**src/rtl/fetch_queue.sv**
```systemverilog
// fetch_queue: instruction prefetch queue. Fetches sequentially from imem,
// buffers {pc, instr} pairs in a circular queue, and flushes and redirects on a branch.
module fetch_queue #(
  parameter int unsigned DEPTH    = 4,
  parameter logic [31:0] RESET_PC = 32'h0000_0000
) (
  input  logic                     clk,
  input  logic                     reset,
  output logic [31:0]              imem_a,
  input  logic [31:0]              imem_rd,
  input  logic                     branch_valid,
  input  logic [31:0]              branch_target,
  input  logic                     stall_d,
  output logic                     instr_valid,
  output logic [31:0]              instr,
  output logic [31:0]              instr_pc,
  output logic [31:0]              instr_pcplus8,
  output logic [$clog2(DEPTH):0]   count
);

  localparam int unsigned PW = $clog2(DEPTH);
  localparam int unsigned CW = PW + 1;

  logic [31:0]   r_fetch_pc;
  logic [PW-1:0] r_rd_ptr;
  logic [PW-1:0] r_wr_ptr;
  logic [CW-1:0] r_count;
  logic [31:0]   r_pc_mem  [DEPTH];
  logic [31:0]   r_ins_mem [DEPTH];

  logic          w_valid;
  logic          w_pop;
  logic          w_push;
  logic [31:0]   w_target;

  // Handshake decode; a branch suppresses the push and discards any pop
  always_comb begin
    w_valid  = (r_count != CW'(0));
    w_pop    = w_valid && !stall_d;
    w_push   = !branch_valid && ((r_count < CW'(DEPTH)) || w_pop);
    w_target = branch_target & ~32'h0000_0003;
  end

  // Fetch pc, pointers and occupancy; branch flushes and redirects
  always_ff @(posedge clk or negedge reset) begin
    if (!reset) begin
      r_fetch_pc <= RESET_PC;
      r_rd_ptr   <= '0;
      r_wr_ptr   <= '0;
      r_count    <= '0;
    end else if (branch_valid) begin
      r_fetch_pc <= w_target;
      r_rd_ptr   <= '0;
      r_wr_ptr   <= '0;
      r_count    <= '0;
    end else begin
      if (w_push) begin
        r_fetch_pc <= r_fetch_pc + 32'd4;
        r_wr_ptr   <= r_wr_ptr + PW'(1);
      end
      if (w_pop) begin
        r_rd_ptr <= r_rd_ptr + PW'(1);
      end
      r_count <= r_count + CW'(w_push) - CW'(w_pop);
    end
  end

  // Queue storage; never cleared, masked by instr_valid on the read side
  always_ff @(posedge clk) begin
    if (w_push) begin
      r_pc_mem[r_wr_ptr]  <= r_fetch_pc;
      r_ins_mem[r_wr_ptr] <= imem_rd;
    end
  end

  // Head-of-queue outputs, zero whenever the queue is empty
  always_comb begin
    imem_a        = r_fetch_pc;
    count         = r_count;
    instr_valid   = w_valid;
    instr         = 32'h0;
    instr_pc      = 32'h0;
    instr_pcplus8 = 32'h0;
    if (w_valid) begin
      instr         = r_ins_mem[r_rd_ptr];
      instr_pc      = r_pc_mem[r_rd_ptr];
      instr_pcplus8 = r_pc_mem[r_rd_ptr] + 32'd8;
    end
  end

endmodule

```
**config.mk**
```make
export PLATFORM = sky130hd
export DESIGN_NAME = fetch_queue
export DESIGN_NICKNAME = d
export VERILOG_FILES = /design/src/rtl/fetch_queue.sv
export SDC_FILE = /design/constraint.sdc
export NUM_CORES = 1
export LEC_CHECK = 0
export BUFFER_PORTS_ARGS = -buffer_cell sky130_fd_sc_hd__buf_2
export CAP_MARGIN = 20
export CORE_AREA = 2 2 146 148
export DETAILED_ROUTE_END_ITERATION = 8
export DIE_AREA = 0 0 148 150
export PLACE_DENSITY = 0.84
export SLEW_MARGIN = 20
export SYNTH_ARGS = -nofsm -noshare
export SYNTH_HDL_FRONTEND = slang
export SYNTH_SLANG_ARGS = --single-unit
```
**constraint.sdc**
```tcl
create_clock -name clk -period 3.98 [get_ports clk]
set_clock_uncertainty 0.15 [all_clocks]
set_input_delay 0.597 -clock clk [delete_from_list [all_inputs] [get_ports clk]]
set_output_delay 0.597 -clock clk [all_outputs]
set_load 0.1 [all_outputs]
```
-- Word level (Yosys, flattened, before mapping)
Memories as Yosys holds them, arrays and structs flattened.
Cells that the tools add are included.
- register bits: 39
- memory bits (writable): 256
- bits of input ports: 68
- output and inout port bits: 132
- logic and storage cells: 33
- memories: 2
- add/subtract/negate cells: 6
- $lt $le $gt $ge: 1
- muxes and demuxes: 12
- reductions and logical operators: 8
- memory list (memory ; words ; width ; rd ports ; clocked after Yosys merged registers in ; wr ports ; line ; RTL):
    r_ins_mem ; 4 ; 32 ; 1 ; 0 ; 1 ; 29 ; logic [31:0] r_ins_mem [DEPTH];
    r_pc_mem ; 4 ; 32 ; 1 ; 0 ; 1 ; 28 ; logic [31:0] r_pc_mem [DEPTH];
- operators with widths (kind ; number):
    2-to-1 mux 32 bit ; 5
    adder 32 x 3 -> 32 bit (second input constant) ; 1
    adder 32 x 4 -> 32 bit (second input constant) ; 1
    2-to-1 mux 2 bit ; 4
    adder 2 x 1 -> 2 bit (second input constant) ; 2
    nonzero test 2 bit ; 2
    adder 3 x 1 -> 3 bit ; 1
    < comparator 3 bit (second input constant) ; 1
    2-to-1 mux 3 bit ; 1
    nonzero test 3 bit ; 1
    subtractor 3 x 1 -> 3 bit ; 1
    logical AND 1 bit ; 2
    zero test 1 bit ; 2
    2-to-1 mux 1 bit ; 2
    logical OR 1 bit ; 1

-- Depth between registers and ports, before layout
Gate-level depths: netlist of run 1.
- depth in word-level cells: 7
- gate-level depth with buffers: 9
- mapped depth without buffers: 9

-- Worst setup path after synthesis of run 1
Ideal clock, no wire load.
- kind: register -> output
- start: register r_rd_ptr[0]
- end: output instr_pcplus8[29]
- arrival: 3.598 ns
- data required time: 3.233 ns
- slack: -0.365 ns
- stages on the path, launching flop included: 8
- cells stage by stage: dfrtp_1 buf_6 buf_12 mux4_2 nand4_2 or4_1 or4_1 a21oi_1
- word-level cells in the longest chain between the ends: 3
- ends and longest elaborated chain (what ; line ; RTL):
    start, declared ; 25 ; logic [PW-1:0] r_rd_ptr;
    start signal, assigned ; 62 ; r_rd_ptr <= r_rd_ptr + PW'(1);
    memory read (4 x 32 bit) ; n/a ;
    adder 32 x 4 -> 32 bit ; 87 ; instr_pcplus8 = r_pc_mem[r_rd_ptr] + 32'd8;
    2-to-1 mux 32 bit ; 84 ; if (w_valid) begin
    end, declared ; 17 ; output logic [31:0] instr_pcplus8,
No other way between the ends.

-- Final worst setup path of run 1
- start: register r_rd_ptr[0]
- end: output instr_pcplus8[31]
Same word-level chain as after synthesis.

==> results.yml, run 1 <==
clocking:
  cts-hold-fix-buffers: 0
  clock_sinks: 285
  cts_root_buf: "clkbuf_16"
  cts_tree: "yes"
  cts_buffers: 29
  h-tree-depth: 1
  clockBufferDepth: 3
  clk_pin_slew_ps: 60
  clk_latency_ps: 540
cells_and_area:
  drive_above_1_share: 0.357
  num-nets-final: 1044
  syn_to_final_growth_pct: 21.9
  n_fill_cell: 1300
  layout.cells.non_filler: 1264
  diodes: 0
synthesis:
  ys_types: 42
  synth_area_um2: 12300
  avgSynthCellArea_um2: 16.2
  ys_ff_latch: 285
  synth_edf_count: 248
  synth_seq_area_share: 0.683
  synth_top_flop_cell: "edfxtp_1"
  syn_inst: 755
  asyncSetResetFlopFracSynth: 0.130
  ys_warn_count: 0
run_status:
  status: "finished clean"
floorplan:
  die-width_um: 148
  start_util: 0.593
  coreArea_um2: 20700
  ios: 200
  dieArea_um2: 22200
  rows: 53
  dieHeight_um: 150
detailed_routing:
  drc: 0
  postRouteAntennaNets: 0
  avgViaCountPerCell: 5.75
  dr.pass1.iters: 4
  routedWlPerCell_um: 21.2
  wl_um: 26700
  vias: 7269
  drtIter0Drc: 521
worst_setup_path:
  path_class: "reg -> out"
  end_kind: "output pin"
  required_ps: 3230
  r2r_end: "count[2]"
  worst-path-max-fanout: 8
  worst-r2r-setup-slack_ps: 1230
  r2r_cells: 10
  r2r_start: "count[2]"
  crit_arrival_ps: 3200
  cp-start-kind: "flip-flop"
sta:
  min_period_ps: 3940
  tightest_slew_ps: 961
  setup_viol: 0
  rsz0062_at_grt: "true"
  max_slew_margin: 0.359
  fin_crit_sh: 0.991
  whs_ps: 4.77
  hold_violations: 0
  slew_violations: 0
  postLayoutSetupSlackWorst_ps: 37.7
  fmax_mhz: 254
hold_path:
  hp-class: "in -> async"
global_routing:
  grt_pass1_wl_um: 41300
  grt_max_degree: 68
  globalRouteOverflowTotal: 0
  antenna_found_initial: 0
  grt_use_total: 0.243
  grt_pass1_vias: 7376
placement:
  globalplace.congestion: 0.861
  dp.cells: 1197
  hpwl_um: 16700
  placement.io_buffers: 191
  dpl_worst_slack_ps: 254
run:
  drv_cap: 0
==> final cells by class <==
| class | count | area (um2) | share of cell area |
|---|---|---|---|
| sequential | 285 | 8380 | 0.560 |
| clock buffer | 36 | 792 | 0.0529 |
| multi-input combinational | 421 | 3700 | 0.248 |
| tap | 275 | 344 | 0.0230 |
| clock inverter | 17 | 185 | 0.0124 |
| inverter | 12 | 45.0 | 0.00301 |
| timing repair buffer | 218 | 1510 | 0.101 |
==> placed cells by master, fill, tap and decap left out, types with 22 or more instances in the layout <==
cell and n:
xnor2_1 26, nor2_1 44, buf_12 22, o21ai_0 31
clkbuf_16 29, and2_1 64, dfrtp_1 35, nand2_1 54
edfxtp_1 248, buf_2 170, buf_4 23, mux4_2 53
==> how the worst max path moves through the flow <==
stage / endpoint / cells after the start / slack [ps] / from
6_report: instr_pcplus8[31] / 7 / 40 / r_rd_ptr[0]
5_1_grt: instr_pcplus8[30] / 8 / -40 / r_rd_ptr[0]
4_1_cts: instr_pcplus8[29] / 6 / -20 / r_rd_ptr[0]
3_5_place_dp: instr_pcplus8[29] / 6 / 250 / r_rd_ptr[0]
3_3_place_gp: instr_pcplus8[29] / 6 / 270 / r_rd_ptr[0]
2_1_floorplan: instr_pcplus8[13] / 8 / 3 / r_rd_ptr[0]
==> worst max-delay path, cell delays in order, from the launching register on <==
cell	delay, ps
dfrtp_4	580
buf_12	180
mux4_1	460
and4_2	340
nand4bb_1	170
nor4_2	350
mux2_2	410
buf_12	170
==> state kept, by name, indices dropped and copies added, names as in the netlist <==
register and cells:
count 3, imem_a 30, r_ins_mem 128, r_pc_mem 120, r_rd_ptr 2, r_wr_ptr 2
==> repair_timing <==
| item | in CTS | in global routing |
|---|---|---|
| pin swaps | 1 | 3 |
| resized for setup | 18 | 9 |
| setup buffers | 7 | 7 |
| endpoints found under the setup margin | 18 | 18 |
==> per-stage QoR <==
step / cell area [um2] / util / setup TNS [ps]
final: 15000 / 0.723 / 0
after global routing: 15000 / 0.723 / -238
after CTS: 14900 / 0.719 / -18.1
after detailed placement: 13800 / 0.667 / 0
after global placement: 13800 / 0.667 / 0
after floorplan: 12300 / - / 0
==> kinds of logic (layout without fill, tap and decap cells) <==
group | Yosys count | after routing | share of synthesized area
AND/OR/NAND/NOR | 244 | 244 | 0.104
other | 1 | 6 | 0.000306
buffers and inverters | 54 | 283 | 0.0224
AO/OA/AOI/OAI | 43 | 43 | 0.0190
multiplexers | 75 | 75 | 0.131
XOR/XNOR | 44 | 44 | 0.0314
flip-flops | 285 | 285 | 0.683
adder cells (fa/ha/maj) | 9 | 9 | 0.00979
==> Yosys cell counts (all sizes together) (6+ instances only) <==
cell type | count | area (um2)
edfxtp | 248 | 7450
and2 | 68 | 425
mux4 | 62 | 1460
nand2 | 56 | 210
nor2 | 44 | 165
dfrtp | 37 | 926
o21ai | 31 | 155
xnor2 | 26 | 228
clkbuf | 22 | 82.6
buf | 20 | 148
xor2 | 18 | 158
nand3 | 16 | 80.1
nor3 | 14 | 70.1
nand4 | 13 | 87.6
inv | 12 | 45.0
mux2 | 12 | 135
and3 | 8 | 50.1
ha | 8 | 100
and4 | 7 | 61.3
a21oi | 6 | 30.0
nor4 | 6 | 37.5
==> per-layer routing <==
| layer | GRT usage | vias up | share of wire |
|---|---|---|---|
| li1 | - | 3295 | - |
| met1 | 0.338 | 3618 | 0.41 |
| met2 | 0.413 | 317 | 0.51 |
| met3 | 0.0366 | 39 | 0.069 |
| met4 | 0.0590 | 0 | 0.017 |
| met5 | 0 | - | 0 |
Power of run 1 is not shown: default switching activity piles up to over one toggle a cycle in this logic, so the estimate is an artifact.
==> run 2, diff against run 1 <==
--- a/config.mk
+++ b/config.mk
@@ -7,10 +7,12 @@
 export LEC_CHECK = 0
 export BUFFER_PORTS_ARGS = -buffer_cell sky130_fd_sc_hd__buf_2
 export CAP_MARGIN = 20
-export CORE_AREA = 2 2 146 148
+export CELL_PAD_IN_SITES_DETAIL_PLACEMENT = 1
+export CELL_PAD_IN_SITES_GLOBAL_PLACEMENT = 1
+export CORE_AREA = 2 2 159 161
 export DETAILED_ROUTE_END_ITERATION = 8
-export DIE_AREA = 0 0 148 150
-export PLACE_DENSITY = 0.84
+export DIE_AREA = 0 0 161 163
+export PLACE_DENSITY_LB_ADDON = 0.1
 export SLEW_MARGIN = 20
 export SYNTH_ARGS = -nofsm -noshare
 export SYNTH_HDL_FRONTEND = slang
==> results.yml, run 2 (synthesis results as in run 1) <==
sta:
  max_slew_margin: 0.333
  postLayoutSetupSlackWorst_ps: 46.0
  fmax_mhz: 254
  setup_viol: 0
  tightest_slew_ps: 1000
  finalSetupTns_ps: 0
  whs_ps: 24.3
  min_period_ps: 3930
  hold_violations: 0
  rsz0062_at_grt: "true"
  slew_violations: 0
  fin_crit_sh: 0.988
global_routing:
  globalRouteOverflowTotal: 0
  grt_pass1_vias: 8001
  antenna_found_initial: 0
  grt_use_total: 0.227
  grt_max_degree: 68
  grt_pass1_wl_um: 45700
hold_path:
  hp-class: "in -> async"
clocking:
  h-tree-depth: 1
  cts_root_buf: "clkbuf_16"
  clock_sinks: 285
  clockBufferDepth: 3
  cts-hold-fix-buffers: 0
  clk_latency_ps: 540
  clk_pin_slew_ps: 60
  cts_buffers: 29
  cts_tree: "yes"
detailed_routing:
  postRouteAntennaNets: 0
  vias: 7362
  dr.pass1.iters: 5
  drtIter0Drc: 474
  routedWlPerCell_um: 22.3
  drc: 0
  wl_um: 29500
  avgViaCountPerCell: 5.56
floorplan:
  dieArea_um2: 26200
  coreArea_um2: 24700
  dieHeight_um: 163
  start_util: 0.497
  rows: 58
  ios: 200
  die-width_um: 161
worst_setup_path:
  path_cells: "buf_12, mux4_1, ha_2, and4_4, nand4_1, or4_1, a21oi_2, buf_12"
  path_class: "reg -> out"
  critical_path_buf_inv_count: 2
  cpPeakStageDelay_ps: 500
  worst-path-max-fanout: 6
  required_ps: 3230
  cp-start-kind: "flip-flop"
  cpMostUsedCell: "buf_12"
  critical-path-slowest-cell: "dfrtp_4"
  cp_top_family: "simple AND/OR/NAND/NOR gates"
  end_kind: "output pin"
  crit_arrival_ps: 3190
placement:
  dpl_worst_slack_ps: 237
  globalplace.congestion: 0.906
  placement.io_buffers: 191
  hpwl_um: 19500
run_status:
  status: "finished clean"
cells_and_area:
  mostFrequentLayoutCells: "edfxtp_1, buf_2, and2_1"
  drive_above_1_share: 0.365
  syn_to_final_growth_pct: 22.4
  n_fill_cell: 2393
  top_register: "r_ins_mem"
  num-nets-final: 1048
  largest_reg_flops: 128
  layout_commonest_cell: "edfxtp_1"
run:
  drv_cap: 0
run 2: what timing repair did:
action / CTS / global route
pin swaps: 3 / 4
resized for setup: 24 / 9
setup buffers: 11 / 3
setup endpoints to repair: 21 / 8
run 2: stage by stage:
stage	utilization	area, um2	instances
after floorplan	-	12300	760
after global placement	0.563	13900	1256
after detailed placement	0.563	13900	1256
after CTS	0.607	15000	1320
after global routing	0.609	15000	1323
final	0.609	15000	1324
run 2: area by class of cell:
cell class / instances / area, um2 / share of cell area
sequential: 285 / 8380 / 0.558
multi-input combinational: 421 / 3680 / 0.245
timing repair buffer: 222 / 1550 / 0.103
clock buffer: 39 / 813 / 0.0542
tap: 330 / 413 / 0.0275
clock inverter: 14 / 129 / 0.00858
inverter: 12 / 45.0 / 0.00300
antenna: 1 / 2.50 / 0.000167
run 2: final timing paths:
check                                   from                end  slack (ps)  depth (start not counted)
max                              r_rd_ptr[0]  instr_pcplus8[27]          50                          8
max in group asynchronous              reset        r_rd_ptr[0]        3000                          1
min in group clk           branch_target[30]         imem_a[30]         110                          3
min reg2reg                      r_wr_ptr[1]        r_wr_ptr[1]         460                          2
min                                    reset         imem_a[24]          20                          1
max reg2reg                         count[2]           count[2]        1080                         10
run 2: routing by layer:
metal,GRT usage,vias to the layer above,share of wire
met5,0,-,0
met4,0.0682,0,0.022
met3,0.0300,52,0.047
met2,0.405,223,0.53
met1,0.291,3793,0.41
li1,-,3294,-
Power of run 2 is left out for the same reason.
==> run 3, diff against run 2 <==
--- a/config.mk
+++ b/config.mk
@@ -9,11 +9,11 @@
 export CAP_MARGIN = 20
 export CELL_PAD_IN_SITES_DETAIL_PLACEMENT = 1
 export CELL_PAD_IN_SITES_GLOBAL_PLACEMENT = 1
-export CORE_AREA = 2 2 159 161
+export CORE_AREA = 2 2 170 172
 export DETAILED_ROUTE_END_ITERATION = 8
-export DIE_AREA = 0 0 161 163
+export DIE_AREA = 0 0 172 174
 export PLACE_DENSITY_LB_ADDON = 0.1
-export SLEW_MARGIN = 20
+export SLEW_MARGIN = 25
 export SYNTH_ARGS = -nofsm -noshare
 export SYNTH_HDL_FRONTEND = slang
 export SYNTH_SLANG_ARGS = --single-unit
==> results.yml, run 3 (synthesis results as in run 1) <==
global_routing:
  grt_pass1_vias: 8003
  grt_pass1_wl_um: 46000
  globalRouteOverflowTotal: 0
  grt_max_degree: 68
  antenna_found_initial: 0
  grt_use_total: 0.200
worst_setup_path:
  path_class: "reg -> out"
  worst-r2r-setup-slack_ps: 1180
  required_ps: 3230
  worst-path-max-fanout: 10
  r2r_cells: 10
  r2r_end: "count[2]"
  end_kind: "output pin"
  r2r_start: "count[2]"
  cp-start-kind: "flip-flop"
  crit_arrival_ps: 3190
cells_and_area:
  mostFrequentLayoutCells: "edfxtp_1, buf_2, and2_1"
  top_register: "r_ins_mem"
  largest_reg_flops: 128
  finalInstanceArea_um2: 15200
  syn_to_final_growth_pct: 23.6
  layout_commonest_cell: "edfxtp_1"
  num-nets-final: 1050
  post-route-util: 0.537
  drive_above_1_share: 0.364
placement:
  placement.io_buffers: 191
  dpl-instance-area_um2: 13900
  hpwl_um: 18800
  globalplace.congestion: 0.786
floorplan:
  dieHeight_um: 174
  start_util: 0.434
  ios: 200
  coreArea_um2: 28200
  die-width_um: 172
  rows: 62
  dieArea_um2: 29900
hold_path:
  hp-class: "in -> async"
sta:
  max_slew_margin: 0.340
  setup_viol: 0
  tightest_slew_ps: 991
  whs_ps: 14.2
  fin_crit_sh: 0.989
  min_period_ps: 3940
  fmax_mhz: 254
  slew_violations: 0
  hold_violations: 0
clocking:
  cts_root_buf: "clkbuf_16"
  cts_buffers: 30
  clock_sinks: 285
  clk_pin_slew_ps: 60
  cts_tree: "yes"
  h-tree-depth: 1
  clk_latency_ps: 540
  cts-hold-fix-buffers: 0
  clockBufferDepth: 3
detailed_routing:
  wl_um: 29800
  vias: 7308
  avgViaCountPerCell: 5.29
  drc: 0
  dr.pass1.iters: 4
  postRouteAntennaNets: 0
  routedWlPerCell_um: 21.6
  drtIter0Drc: 397
run:
  drv_cap: 0
run_status:
  status: "finished clean"
## run 3: cell types whose count changed in the layout (fill, tap and decap cells not counted), moves of 2 or more
cell	delta
and3_1	-2
and3_2	+2
buf_12	-3
buf_8	+2
clkbuf_1	+8
clkbuf_16	+2
clkinv_2	-6
clkinvlp_4	-2
nor3_1	-3
nor3_2	+3
## run 3: final cells by class
cell class,instances,area [um2]
multi-input cells,421,3730
clock buffers,50,907
inverters,12,45.0
flip-flops and latches,285,8380
well taps,384,480
repair buffers,223,1560
fillers,2762,13100
clock inverters,6,52.6
diodes,1,2.50
## run 3: worst max path at each step
stage,start,end,slack (ps),cells past startpoint
after floorplan,r_rd_ptr[0],instr_pcplus8[13],3,8
after global placement,r_rd_ptr[0],instr_pcplus8[29],330,6
after detailed placement,r_rd_ptr[0],instr_pcplus8[29],320,6
after CTS,r_rd_ptr[0],instr_pcplus8[24],6,8
after global routing,r_rd_ptr[0],instr_pcplus8[26],-60,8
final,r_rd_ptr[0],instr_pcplus8[26],40,8
## run 3: worst max-delay path, stage by stage (launching register included)
cell     delay, ps
dfrtp_4        510
buf_4          170
buf_4          160
mux4_2         380
nand4_1        190
or2_4          360
nor3_1         270
mux2_2         400
buf_12         170
## run 3: repair_timing
action	in CTS	in global routing
resized for setup	21	19
pin swaps	3	5
endpoints found under the setup margin	18	14
buffers inserted	10	8
## run 3: layer usage
layer	share of wire	GRT usage	routed length, um	vias to the layer above
met5	0	0	0	-
li1	-	-	-	3298
met1	0.42	0.255	12500	3776
met2	0.52	0.359	15600	190
met4	0.021	0.0504	639	0
met3	0.037	0.0269	1100	44
## run 3: per-stage QoR
step | cells | worst slack (ps) | setup TNS [ps]
after CTS | 1371 | 5.57 | 0
after detailed placement | 1305 | 324 | 0
after floorplan | 760 | 2.79 | 0
final | 1382 | 43.9 | 0
after global placement | 1305 | 334 | 0
after global routing | 1381 | -60.8 | -69.7
Power of run 3 is left out for the same reason.
